--- src/rtl/wallace_seq8.sv ---
// wallace_seq8: sequenced 8x8 multiplier. It reuses one combinational 4x4
// Wallace-tree multiplier (wallace4) for four nibble passes and accumulates
// the shifted partial products into a 16-bit result.
// Ports:
//   clk, rst_n            clock, async active-low reset
//   in_valid/in_ready     operand handshake (in_ready is combinational)
//   in_a, in_b, in_signed operands and signed-mode select, sampled on accept
//   abort                 synchronous cancel, highest priority
//   out_valid/out_ready   result handshake
//   out_p                 16-bit product, two's complement in signed mode
//   busy                  controller not idle

// wallace4: combinational 4x4 unsigned multiplier, two carry-save levels
// followed by one carry-propagate add.
module wallace4 (
  input  logic [3:0] i_a,
  input  logic [3:0] i_b,
  output logic [7:0] o_p
);
  logic [7:0] w_r0, w_r1, w_r2, w_r3;
  logic [7:0] w_s1, w_c1, w_s2, w_c2;

  // Partial-product rows, each pre-shifted to its column weight.
  assign w_r0 = {4'b0000, i_a & {4{i_b[0]}}};
  assign w_r1 = {3'b000, i_a & {4{i_b[1]}}, 1'b0};
  assign w_r2 = {2'b00, i_a & {4{i_b[2]}}, 2'b00};
  assign w_r3 = {1'b0, i_a & {4{i_b[3]}}, 3'b000};

  // First 3:2 level over rows 0..2.
  assign w_s1 = w_r0 ^ w_r1 ^ w_r2;
  assign w_c1 = ((w_r0 & w_r1) | (w_r0 & w_r2) | (w_r1 & w_r2)) << 1;

  // Second 3:2 level folds in row 3.
  assign w_s2 = w_s1 ^ w_c1 ^ w_r3;
  assign w_c2 = ((w_s1 & w_c1) | (w_s1 & w_r3) | (w_c1 & w_r3)) << 1;

  // The product never exceeds 225, so the 8-bit sum cannot wrap.
  assign o_p = w_s2 + w_c2;
endmodule

module wallace_seq8 (
  input  logic        clk,
  input  logic        rst_n,
  input  logic        in_valid,
  output logic        in_ready,
  input  logic [7:0]  in_a,
  input  logic [7:0]  in_b,
  input  logic        in_signed,
  input  logic        abort,
  output logic        out_valid,
  input  logic        out_ready,
  output logic [15:0] out_p,
  output logic        busy
);
  localparam int unsigned W_OP  = 8;
  localparam int unsigned W_P   = 16;
  localparam int unsigned W_NIB = 4;

  typedef enum logic [1:0] {IDLE = 2'd0, MUL = 2'd1, DONE = 2'd2} state_t;

  state_t             r_state, w_state_nxt;
  logic [1:0]         r_step;
  logic [W_OP-1:0]    r_ma, r_mb;
  logic               r_neg;
  logic [W_P-1:0]     r_acc;
  logic [W_P-1:0]     r_out_p;

  logic               w_accept;
  logic [W_NIB-1:0]   w_na, w_nb;
  logic [3:0]         w_shift;
  logic [W_OP-1:0]    w_pp8;
  logic [W_P-1:0]     w_sum;
  logic [W_P-1:0]     w_res;
  logic [W_OP-1:0]    w_mag_a, w_mag_b;

  assign in_ready  = (r_state == IDLE) && !abort;
  assign w_accept  = in_valid && in_ready;
  assign out_valid = (r_state == DONE);
  assign busy      = (r_state != IDLE);
  assign out_p     = r_out_p;

  // Magnitudes; 0x80 negates to 0x80, which reads correctly as unsigned 128.
  assign w_mag_a = (in_signed && in_a[W_OP-1]) ? (~in_a + 8'd1) : in_a;
  assign w_mag_b = (in_signed && in_b[W_OP-1]) ? (~in_b + 8'd1) : in_b;

  // Nibble selection and shift for the current pass.
  always_comb begin
    w_na    = r_ma[3:0];
    w_nb    = r_mb[3:0];
    w_shift = 4'd0;
    case (r_step)
      2'd0: begin w_na = r_ma[3:0]; w_nb = r_mb[3:0]; w_shift = 4'd0; end
      2'd1: begin w_na = r_ma[7:4]; w_nb = r_mb[3:0]; w_shift = 4'd4; end
      2'd2: begin w_na = r_ma[3:0]; w_nb = r_mb[7:4]; w_shift = 4'd4; end
      default: begin w_na = r_ma[7:4]; w_nb = r_mb[7:4]; w_shift = 4'd8; end
    endcase
  end

  wallace4 u_wallace4 (
    .i_a (w_na),
    .i_b (w_nb),
    .o_p (w_pp8)
  );

  assign w_sum = r_acc + (W_P'(w_pp8) << w_shift);
  assign w_res = r_neg ? (~w_sum + 16'd1) : w_sum;

  // State register.
  always_ff @(posedge clk or negedge rst_n) begin
    if (!rst_n) r_state <= IDLE;
    else        r_state <= w_state_nxt;
  end

  // Next-state logic; abort overrides every transition.
  always_comb begin
    w_state_nxt = r_state;
    case (r_state)
      IDLE:    if (w_accept) w_state_nxt = MUL;
      MUL:     if (r_step == 2'd3) w_state_nxt = DONE;
      DONE:    if (out_ready) w_state_nxt = IDLE;
      default: w_state_nxt = IDLE;
    endcase
    if (abort) w_state_nxt = IDLE;
  end

  // Operand capture, accumulation and result register.
  always_ff @(posedge clk or negedge rst_n) begin
    if (!rst_n) begin
      r_step  <= 2'd0;
      r_ma    <= '0;
      r_mb    <= '0;
      r_neg   <= 1'b0;
      r_acc   <= '0;
      r_out_p <= '0;
    end else if (abort) begin
      r_step <= 2'd0;
      r_acc  <= '0;
    end else begin
      case (r_state)
        IDLE: if (w_accept) begin
          r_ma   <= w_mag_a;
          r_mb   <= w_mag_b;
          r_neg  <= in_signed && (in_a[W_OP-1] ^ in_b[W_OP-1]);
          r_acc  <= '0;
          r_step <= 2'd0;
        end
        MUL: begin
          r_acc  <= w_sum;
          r_step <= r_step + 2'd1;
          if (r_step == 2'd3) r_out_p <= w_res;
        end
        default: ;
      endcase
    end
  end
endmodule

--- config.mk ---
export PLATFORM = sky130hd
export DESIGN_NAME = wallace_seq8
export DESIGN_NICKNAME = d
export VERILOG_FILES = /design/src/rtl/wallace_seq8.sv
export SDC_FILE = /design/constraint.sdc
export NUM_CORES = 1
export LEC_CHECK = 0
export CAP_MARGIN = 20
export CELL_PAD_IN_SITES_DETAIL_PLACEMENT = 0
export CELL_PAD_IN_SITES_GLOBAL_PLACEMENT = 1
export CORE_MARGIN = 1
export CORE_UTILIZATION = 40
export DETAILED_ROUTE_END_ITERATION = 8
export HOLD_SLACK_MARGIN = 0.06
export PLACE_DENSITY_LB_ADDON = 0.1
export REMOVE_ABC_BUFFERS = 1
export SLEW_MARGIN = 5
export SYNTH_ARGS = -nofsm -noshare
export SYNTH_HDL_FRONTEND = slang
export SYNTH_SLANG_ARGS = --single-unit
--- constraint.sdc ---
create_clock -name clk -period 6 [get_ports clk]
set_input_delay 1.2 -clock clk [delete_from_list [all_inputs] [get_ports clk]]
set_output_delay 1.2 -clock clk [all_outputs]
set_load 0.1 [all_outputs]
; ---- Yosys cells after proc, flatten, opt, wreduce, memory -nomap -nowiden
; Index checks and enable logic that the tools add are counted.
[word_totals]
regBits = 53
latch_bits = 0
ram_bits = 0
romBits = 0
output_inout_bits = 19
elab_cells = 79
memories = 0
[op_classes]
n_addsub = 6
n_mul = 0
div_mod_pow = 0
order_cmp = 0
eq_ne = 8
shift = 1
mux = 17
bitwise = 23
n_reduce_logical = 17
[op_table]
columns = cell, count
row1 = 16-bit 2-to-1 mux, 3
row2 = 16-bit one-hot mux with 2 select lines, 1
row3 = 7-bit bitwise AND, 3
row4 = 7-bit OR, 3
row5 = "16-bit by 1-bit adder with 16-bit output, second input constant", 1
row6 = 16-bit adder, 1
row7 = "8-bit by 1-bit adder with 8-bit output, second input constant", 2
row8 = 4-bit bitwise AND, 4
row9 = 8-bit 2-to-1 mux, 2
row10 = 16-bit inverter, 1
row11 = 8-bit inverter, 2
row12 = 8-bit by 4-bit << shifter with 16-bit output, 1
row13 = 2-bit 2-to-1 mux, 6
row14 = 3-bit AND reduction, 3
row15 = 8-bit adder, 1
row16 = 4-bit 2-to-1 mux, 2
row17 = 4-bit one-hot mux with 2 select lines, 1
row18 = 8-bit by 7-bit XOR with 8-bit output, 1
row19 = 8-bit XOR, 1
row20 = 7-bit by 6-bit OR with 7-bit output, 1
row21 = 4-bit by 6-bit bitwise AND with 6-bit output, 1
row22 = 5-bit by 6-bit bitwise AND with 6-bit output, 1
row23 = "2-bit == test, second input constant", 3
row24 = "3-bit inequality test, second input constant", 2
row25 = other kinds (17), 25

; ---- Logic depth before layout (Yosys ltp)
[depth]
ltp_word = 16
ltp_mapped = 25
mapped_depth_nobuf = 24

; ---- Modules after synthesis
; From an unflattened synthesis, not the netlist that was laid out.
[unflattened]
hier_cells = 474
hier_area_um2 = 4189.0
[by_module_without_submodules]
columns = module, instances, cells_per_inst, area_per_inst_um2
row1 = wallace_seq8, 1, 429, 3806.2
row2 = wallace4, 1, 45, 382.9

; ---- Worst setup path before layout
; No wires, ideal clock.
[synth_path]
path_type = reg2reg
start = reg r_step[0]
end = reg r_out_p[13], in the netlist out_p[13]
arrival_ns = 5.559
setup_slack_ns = 0.309
path_stages_with_launch = 23
synth_period_minus_slack_ns = 5.691
path_cell_list = dfrtp_1 inv_1 ha_1 nor2_1 mux2i_1 or2_2 fa_1 inv_1 fa_1 ha_1 inv_1 fa_1 o21ai_0 and2_1 ha_1 nand2_2 o31ai_4 xor2_2 or4b_4 nand4b_4 o31ai_2 xnor2_1 o21ai_1
[synth_between]
elab_chain_len = 16
elab_cells_between_ends = 35
[synth_rtl]
columns = item, line_no
row1 = start: declaration, 62  ; logic [1:0] r_step;
row2 = start signal: assignment, 149  ; r_step <= r_step + 2'd1;
row3 = "2-bit == test, or another cell as far along", 91  ; case (r_step)
row4 = 2-bit OR reduction (no source line), --
row5 = 4-bit 2-to-1 mux, 91
row6 = 4-bit bitwise AND (on tied branches), "24, 25, 26"
row7 = 4-bit by 5-bit bitwise AND with 5-bit output or 4-bit by 6-bit bitwise AND with 6-bit output (tied branches), 31  ; assign w_c1 = ((w_r0 & w_r1) | (w_r0 & w_r2) | (w_r1 & w_r2)) << 1;
row8 = 7-bit OR, 31
row9 = 7-bit by 6-bit OR with 7-bit output, 31
row10 = 7-bit bitwise AND, 35  ; assign w_c2 = ((w_s1 & w_c1) | (w_s1 & w_r3) | (w_c1 & w_r3)) << 1;
row11 = 7-bit OR (2 in a row), 35
row12 = 8-bit adder, 38  ; assign o_p = w_s2 + w_c2;
row13 = 8-bit by 4-bit << shifter with 16-bit output, 105  ; assign w_sum = r_acc + (W_P'(w_pp8) << w_shift);
row14 = 16-bit adder, 105
row15 = 16-bit inverter, 106  ; assign w_res = r_neg ? (~w_sum + 16'd1) : w_sum;
row16 = 16-bit by 1-bit adder with 16-bit output, 106
row17 = 16-bit 2-to-1 mux, 106
row18 = end signal: assignment, 150  ; if (r_step == 2'd3) r_out_p <= w_res;
row19 = end: declaration, 66  ; logic [W_P-1:0] r_out_p;
; Parallel ways exist; a longest one is shown, timed or not.
; A chain may end at the register's enable or synchronous reset.

; ---- Worst setup path after layout
; Ends and elaborated chain as after synthesis.

==> results.cfg <==
[final_layout]
drive_gt1_share_pct = 17.8
fillers = 1028
multi_input_area_mm2 = 0.00290
nNetsFinal = 596
register_area_mm2 = 0.00133
antenna_cells = 0
syn2layout_area_growth_pct = 23.9

[sta]
slew_viol_final = 0
timing_hold_violations_final = 0
worst_slew_pin_slew_ns = 0.973
hold_ws_ns = 0.487
maxSlewHeadroom_pct = 34.9
clock-skew-final_ns = 0.00865
setup_viol = 0
fin_crit_sh_pct = 96.9
setup_slack_ns = 0.189
max_freq_mhz = 172
fin_crit_ns = 5.81

[critical_path]
critPathMaxStageDelay_ns = 0.61
critPathKind = reg2reg
path_cells = inv_2, ha_1, nor2_1, buf_4, mux2i_2, or2_2, fa_1, inv_1, fa_2, ha_2, inv_1, fa_2, o21ai_1, and2_4, ha_4, nand2_4, o31ai_4, xor2_2, or4b_4, nand4b_4, o31ai_4, xnor2_1, o21ai_1
r2r-start = r_step[0]
critical_path_arrival_ns = 5.99
crit_fanout = 5
worstPathRequired_ns = 6.18
crit_start = r_step[0]
cp_num_buf_inv = 4
endpoint_kind = flop
critical_path.top_delay_family = adder cells
crit_slowest_cell = or4b_4
cp-start-kind = flop

[synthesis]
synth.yosys.seq_area_share_pct = 31.5
async_reset_ff_share_pct = 100
syn_area_mm2 = 0.00420
synth_seq_cells = 53
synth_edf_count = 0
synth_area_per_cell_um2 = 8.83
yosysUniqueCellTypes = 63
synth_cells = 476
synth-main-ff-cell = dfrtp_1
ys_warn_count = 0

[outcome]
outcome = finished, final reports clean

[detailed_routing]
dr.pass1.iters = 4
antenna_left = 0
drt_wl_total_mm = 10.5
drt-wirelength-per-cell_um = 15.6
vias = 3548
viasPerCell = 5.26
drc_errors = 0
drt-initial-drc-count = 107

[hold_path]
hp-class = reg2reg
holdCritStartpoint = r_mb[5]

[floorplanning]
rows = 37
start_util_pct = 40.9
die-width_um = 105
die_y_um = 105
core_area_mm2 = 0.0103
die_area_mm2 = 0.0109
ios = 41

[place]
place.gp.congestion = 0.866
dp_hpwl_mm = 7.85
io_buffer_count = 40
post-place-ws_ns = -0.0260

[global_route]
first_global_vias = 3520
grtUsageMet3_pct = 2.76
antenna_found_initial = 0
grt_util_met1_pct = 24.5
grt_first_pass_wirelength_mm = 17.3
grt_use_total_pct = 19.9
grt_overflow_total = 0
grt_busiest_layer = met2
grt_max_degree = 54
grtUsageMet2_pct = 35.9

[clock_tree]
h-tree-depth = 2
clk_path_buf_depth = 2
root_buffer = clkbuf_8
clk_latency_ns = 0.32
cts_sinks = 53
path_clk_slew_ns = 0.10
tritoncts = built
numCtsBuffers = 5

[power_and_ir_drop]
power_density_mw_per_mm2 = 304
ir_drop_v = 0.000129
p_leak_nw = 2.29

[flow_run]
maxCapViolations = 0
==> tightest hold or removal path, cell delays in order, from the launching register on <==
cell	delay, ns
dfrtp_1	0.35
nand2_1	0.05
o21ai_0	0.06
==> routing by layer <==
layer | up-vias | wire length [um]
li1 | 1802 | -
met1 | 1683 | 4870
met2 | 56 | 5270
met3 | 7 | 260
met4 | 0 | 115
met5 | - | 0
==> synthesized netlist by cell type (3+ instances only) <==
master | n | area (um2)
and2_1 | 10 | 62.6
o21ai_1 | 6 | 30.0
nand2_1 | 63 | 236
o31ai_4 | 3 | 63.8
dfrtp_1 | 53 | 1330
nand3_1 | 9 | 45.0
o211ai_1 | 3 | 22.5
mux2i_1 | 12 | 120
ha_1 | 29 | 363
clkbuf_1 | 17 | 63.8
nor2_1 | 44 | 165
xnor2_1 | 16 | 140
or3_1 | 6 | 37.5
o221ai_1 | 3 | 26.3
or2_2 | 5 | 31.3
a21o_1 | 5 | 37.5
a311oi_1 | 3 | 26.3
a22o_1 | 13 | 114
o31ai_1 | 5 | 37.5
o21ai_0 | 44 | 220
fa_1 | 7 | 140
nand3b_1 | 3 | 22.5
xor2_1 | 18 | 158
nand2b_1 | 4 | 25.0
nor3_1 | 4 | 20.0
a21oi_1 | 19 | 95.1
nor2b_1 | 5 | 31.3
inv_1 | 21 | 78.8
==> registers in the layout, indices dropped and copies added (netlist names) <==
signal,cells
r_mb,8
r_step,2
r_acc,16
r_ma,8
out_p,16
r_state,2
r_neg,1
==> cells in the final DEF (no fill, tap or decap), drive strengths merged, types with 9 or more instances in the layout <==
master         count
nand3              9
inv               22
o21ai             50
dfrtp             53
a22o              13
clkdlybuf4s50     39
xnor2             17
nor2              45
and2              10
a21oi             21
nand2             64
o31ai             10
mux2i             12
xor2              20
ha                29
buf               34
==> metrics by stage <==
step | instance area, um2 | std cells | total power, mW | TNS, ns | utilization, %
after floorplan | 4130 | 457 | 1.01 | 0 | -
after global placement | 4850 | 653 | 1.23 | 0 | 47.2
after detailed placement | 4850 | 653 | 1.24 | -0.0603 | 47.2
after CTS | 4940 | 662 | 1.46 | 0 | 48.1
after global routing | 5210 | 675 | 1.70 | -0.0463 | 50.7
final | 5210 | 675 | 1.58 | 0 | 50.7
==> cells by family after synthesis <==
kind of cell | count (synthesis) | synth area share (%)
AND/OR/NAND/NOR | 170 | 19.8
AO/OA/AOI/OAI | 126 | 21.6
flip-flops | 53 | 31.5
buffers and inverters | 41 | 3.69
XOR/XNOR | 37 | 8.24
adder cells (fa/ha/maj) | 36 | 12.0
multiplexers | 13 | 3.13
==> power by group <==
part           total (mW)  leakage, nW  internal [mW]  switching [mW]
clock               0.214       0.0385         0.0832           0.131
sequential          0.434        0.710          0.397          0.0370
combinational       0.935         1.54          0.394           0.541
==> path summary, 6_finish.rpt <==
check                       endpoint  slack [ns]  cells after the start
max                        out_p[13]        0.19                     23
min                          r_mb[5]        0.49                      2
max reg2reg                out_p[13]        0.19                     23
min reg2reg                  r_mb[5]        0.49                      2
max in group asynchronous    r_mb[2]        4.54                      2
min in group asynchronous  out_p[10]        0.99                      2
==> cell type report <==
type	instances	share of cell area, %
multi-input cells	383	55.7
flip-flops and latches	53	25.5
repair buffers	73	12.3
well taps	136	3.27
inverters	22	1.59
clock buffers	7	1.46
clock inverters	1	0.144
==> repair_timing <==
item,in CTS,in global routing
setup buffers,1,12
setup endpoints to repair,4,10
gates cloned,0,1
hold buffers,0,0
pin swaps,2,20
gates resized for setup,1,36
Note: power is estimated with default switching activity, not from simulation.
==> RTL edit 1 (config.mk and constraints unchanged) <==
The 3 states of `state_t` get a one-hot encoding in 3 bits.
--- a/src/rtl/wallace_seq8.sv
+++ b/src/rtl/wallace_seq8.sv
@@ -57,5 +57,5 @@
   localparam int unsigned W_NIB = 4;
 
-  typedef enum logic [1:0] {IDLE = 2'd0, MUL = 2'd1, DONE = 2'd2} state_t;
+  typedef enum logic [2:0] {IDLE = 3'b001, MUL = 3'b010, DONE = 3'b100} state_t;
 
   state_t             r_state, w_state_nxt;
Check against the original RTL: same outputs for any inputs over 4 cycles, from zero or initial values and one cycle with rst_n low; so few cycles prove little.
==> RTL edit 1 against the original RTL <==
The flow now finishes with violations (negative setup slack). Sequential power down 4%. Total power decreased by 20%. Clock power rose by 21%. Setup slack got worse by 200 ps. Area after synthesis shrank 5.7%. Final area increased by 0.34%. Via count fell by 5.1%. Fmax fell by 3.3%. Routed wire length decreased by 11%. Sequential cell count up 1. Synthesized cell count is 6.1% lower. Critical path type unchanged.
==> RTL edit 1: results (changes against the original RTL) <==
.. list-table::
   :header-rows: 1

   * - Metric
     - Value
   * - Post-detailed-placement cell area
     - 4800 um2 (-0.95%)
   * - Headroom to the max-slew limit
     - 35.0% (+0.11 points)
   * - Net count reported at finish
     - 591 (-0.84%)
   * - Pin count of the biggest net entering global routing
     - 55 (+1.9%)
   * - Commonest cells post-synth
     - sky130_fd_sc_hd__nand2_1, sky130_fd_sc_hd__dfrtp_1, sky130_fd_sc_hd__o21ai_0, sky130_fd_sc_hd__nor2_1, sky130_fd_sc_hd__ha_1
   * - Max rail drop VDD
     - 0.135 mV (+4.7%)
   * - Vias
     - 3368 (-5.1%)
   * - Static leakage
     - 2.38 nW (+3.9%)
   * - Largest incremental delay on the critical path
     - 580 ps (-30 ps)
   * - Area share of xor/xnor cells in the synthesized design
     - 9.06% (+0.81 points)
   * - Worst clock skew
     - 5.88 ps (-2.77 ps)
   * - Compound-Gate Fraction of Synth Area
     - 19.8% (-1.9 points)
   * - Final Wtd Congestion
     - 0.880 (+1.7%)
   * - Wire length of the first global-routing pass
     - 15400 um (-11%)
   * - Final Hold Slack
     - 486 ps (-1.06 ps)
   * - Worst hold path class
     - reg2reg
   * - Violations in the final reports
     - negative setup slack
   * - Worst path setup slack after routing
     - -12.4 ps (-201 ps)
   * - Initial DRT Pass Iterations
     - 5 (+1)
   * - Detailed placement HPWL
     - 6930 um (-12%)
   * - Run status
     - complete, but fails checks
   * - Sequential share of power
     - 33.1% (+5.7 points)
   * - Setup-violating endpoint count in the final report
     - 1 (+1)
   * - Adder and majority gate portion of the synthesized area
     - 12.7% (+0.72 points)
   * - Routed wire length
     - 9390 um (-11%)
   * - Multiplexer share of the synthesized area
     - 2.78% (-0.35 points)
   * - Combinational group share of total power
     - 46.4% (-13 points)
   * - Switching pwr
     - 0.451 mW (-36%)
   * - Iteration-0 DRC count of the detailed router
     - 70 (-35%)
   * - Proportion of synthesized chip area in sequential cells
     - 34.1% (+2.6 points)
   * - Unique masters post-synth
     - 54 (-14%)
   * - Worst Path Arrival
     - 6190 ps (+200 ps)
   * - Via count of the first global-routing pass
     - 3161 (-10%)
[RTL edit 1: cell types whose count changed in the layout (fill, tap and decap cells not counted), moves of 4 or more]
cell	unedited run	this run
sky130_fd_sc_hd__buf_4	33	51
sky130_fd_sc_hd__nor2_1	41	34
sky130_fd_sc_hd__and2_1	9	4
sky130_fd_sc_hd__o22ai_1	0	5
sky130_fd_sc_hd__inv_1	19	15
sky130_fd_sc_hd__mux2i_1	9	5
sky130_fd_sc_hd__nand3_1	9	5
sky130_fd_sc_hd__or2_2	4	0
sky130_fd_sc_hd__xnor2_1	14	18
[RTL edit 1: worst register-to-register path, delay by kind of cell (launching register included)]
kind,cells,cell delay (ps)
buffers and inverters,4,370
adders and majority gates,6,2200
and+or+nand+nor,6,1710
DFF,1,430
AOI/OAI and AO/OA,4,840
muxes,1,110
xor gates and xnor gates,2,210
[RTL edit 1: through the flow]
step	power [mW]	setup slack, ps	utilization [%]	setup TNS (ps)	cells
finish	1.26	-12.4	55.5	-12.4	663
global route	1.36	-227	55.5	-875	663
CTS	1.22	-101	53.5	-101	657
detailed placement	0.928	-201	51.0	-553	646
global placement	0.919	-80.8	51.0	-129	646
floorplan	0.734	-195	-	-326	432
[RTL edit 1: final timing paths]
check | startpoint | endpoint | cells past startpoint
setup reg to reg | r_step[1]$_DFFE_PN0P_ | out_p[15]$_DFFE_PN0P_ | 23
min in group asynchronous | rst_n | out_p[12]$_DFFE_PN0P_ | 2
max in group asynchronous | rst_n | r_neg$_DFFE_PN0P_ | 2
hold reg to reg | out_p[4]$_DFFE_PN0P_ | out_p[4]$_DFFE_PN0P_ | 2
hold / removal | out_p[4]$_DFFE_PN0P_ | out_p[4]$_DFFE_PN0P_ | 2
setup / recovery | r_step[1]$_DFFE_PN0P_ | out_p[15]$_DFFE_PN0P_ | 23
[RTL edit 1: logic make-up (layout without fill, tap and decap cells)]
group | count (synthesis) | in the layout
mux | 11 | 11
flops | 54 | 54
buf+inv | 34 | 121
xor+xnor | 41 | 41
simple gates | 153 | 153
compound gates | 118 | 118
fa+ha+maj | 36 | 36
[RTL edit 1: layout make-up]
class,instances,area [um2]
Sequential cell,54,1350
Fill cell,896,4190
Multi-Input combinational cell,359,2720
Clock buffer,5,68.8
Timing Repair Buffer,94,812
Clock inverter,3,43.8
Inverter,19,71.3
Tap cell,129,161
[RTL edit 1: metal layers]
| metal | GRT usage [%] | up-vias | share of wire, % |
|---|---|---|---|
| met1 | 24.2 | 1567 | 45 |
| li1 | - | 1737 | - |
| met2 | 34.9 | 56 | 52 |
| met3 | 2.48 | 8 | 2.7 |
| met5 | 0 | - | 0 |
| met4 | 3.68 | 0 | 0.79 |
[RTL edit 1: timing repair]
action | CTS | global route
resized for setup | 27 | 34
setup buffers | 5 | 6
setup endpoints to repair | 5 | 7
pin swaps | 16 | 26
==> RTL edit 2 (same flow settings) <==
Made on the original files. Reset style: synchronous (`rst_n`), changed in 2 clocked blocks. Comments in the files are not updated.
--- a/src/rtl/wallace_seq8.sv
+++ b/src/rtl/wallace_seq8.sv
@@ -107,5 +107,5 @@
 
   // State register.
-  always_ff @(posedge clk or negedge rst_n) begin
+  always_ff @(posedge clk) begin
     if (!rst_n) r_state <= IDLE;
     else        r_state <= w_state_nxt;
@@ -125,5 +125,5 @@
 
   // Operand capture, accumulation and result register.
-  always_ff @(posedge clk or negedge rst_n) begin
+  always_ff @(posedge clk) begin
     if (!rst_n) begin
       r_step  <= 2'd0;
Check against the original RTL: differs if rst_n is asserted again (counterexample within 4 cycles, from zero or initial values and one cycle with rst_n low); with rst_n held inactive, the same outputs for 4 cycles.
==> RTL edit 2 against the original RTL <==
Final area is 6.0% lower. Routed wire length is 2.5% lower. Sequential cell count stayed put. Hold slack worse by 31 ps. Area after synthesis is 3.4% lower. Clock skew is 5.0 ps higher. Setup slack better by 170 ps. Sequential share of layout area is 3.7 points lower. Global-route usage is 0.48 points higher. Critical path type unchanged.
Power is not compared: it rests on default switching activity, and its combinational part moved more than twofold at a synthesized area within 25%.
==> RTL edit 2: results (changes against the original RTL) <==
.. list-table::
   :header-rows: 1

   * - Metric
     - Value
   * - Global Route Usage Sum
     - 20.3% (+0.48 points)
   * - Met3 track demand over resource in global routing
     - 2.58% (-0.18 points)
   * - Place WS
     - 92.4 ps (+118 ps)
   * - Detailed placement HPWL
     - 7990 um (+1.8%)
   * - Gate count after technology mapping
     - 514 (+8.0%)
   * - Post-detailed-placement cell area
     - 4640 um2 (-4.4%)
   * - Post-cts sizing count
     - 0 (-1)
   * - DR WL met2
     - 5260 um (-0.13%)
   * - Worst Reg-to-Reg Cells
     - 24 (+4.3%)
   * - Compound-Gate Fraction of Synth Area
     - 22.2% (+0.64 points)
   * - Run status
     - finished clean
   * - Average detailed-routed wire length per instance
     - 14.7 um (-5.4%)
   * - Maximum fanout encountered on the critical timing path
     - 9 (+4)
   * - Final Hold Slack
     - 455 ps (-31.5 ps)
   * - Final Wtd Congestion
     - 0.857 (-0.99%)
   * - Launching element of the worst setup path
     - r_step[0]$_SDFFE_PP0P_
   * - Worst min-delay path startpoint
     - r_mb[6]$_SDFFE_PN0P_
   * - Met2 GRT Util
     - 39.1% (+3.2 points)
   * - M1 wire length
     - 4570 um (-6.0%)
   * - Worst path setup slack after routing
     - 357 ps (+168 ps)
   * - Synth area leaders
     - sky130_fd_sc_hd__dfxtp_1, sky130_fd_sc_hd__ha_1, sky130_fd_sc_hd__nor2_1
   * - Pin count of the biggest net entering global routing
     - 33 (-39%)
   * - Share of flip-flops with an asynchronous set or reset
     - 0% (-100 points)
   * - FF-to-FF End
     - out_p[11]$_SDFFE_PN0P_
   * - Proportion of synthesized chip area in sequential cells
     - 26.1% (-5.4 points)
   * - Unique masters post-synth
     - 52 (-17%)
[RTL edit 2: cell count changes after synthesis, sizes merged, moves of 14 or more]
cell    unedited run  this run
o21ai             50        18
a211oi             3        20
dfxtp              0        53
nor2              45        87
dfrtp             53         0
nand2             64        39
nand3              9        23
[RTL edit 2: kinds of logic (layout without fill, tap and decap cells)]
group | Yosys count | in the layout
DFF | 53 | 53
xor gates and xnor gates | 33 | 33
buffers and inverters | 42 | 91
AOI/OAI and AO/OA | 127 | 127
muxes | 15 | 15
and+or+nand+nor | 208 | 208
adders and majority gates | 36 | 36
[RTL edit 2: layout make-up]
cell class | instances | area [um2] | share of cell area, %
well taps | 133 | 166 | 3.40
multi-input cells | 419 | 2930 | 59.8
clock buffers | 7 | 76.3 | 1.56
repair buffers | 63 | 581 | 11.9
inverters | 20 | 75.1 | 1.53
flip-flops and latches | 53 | 1060 | 21.7
clock inverters | 1 | 7.51 | 0.153
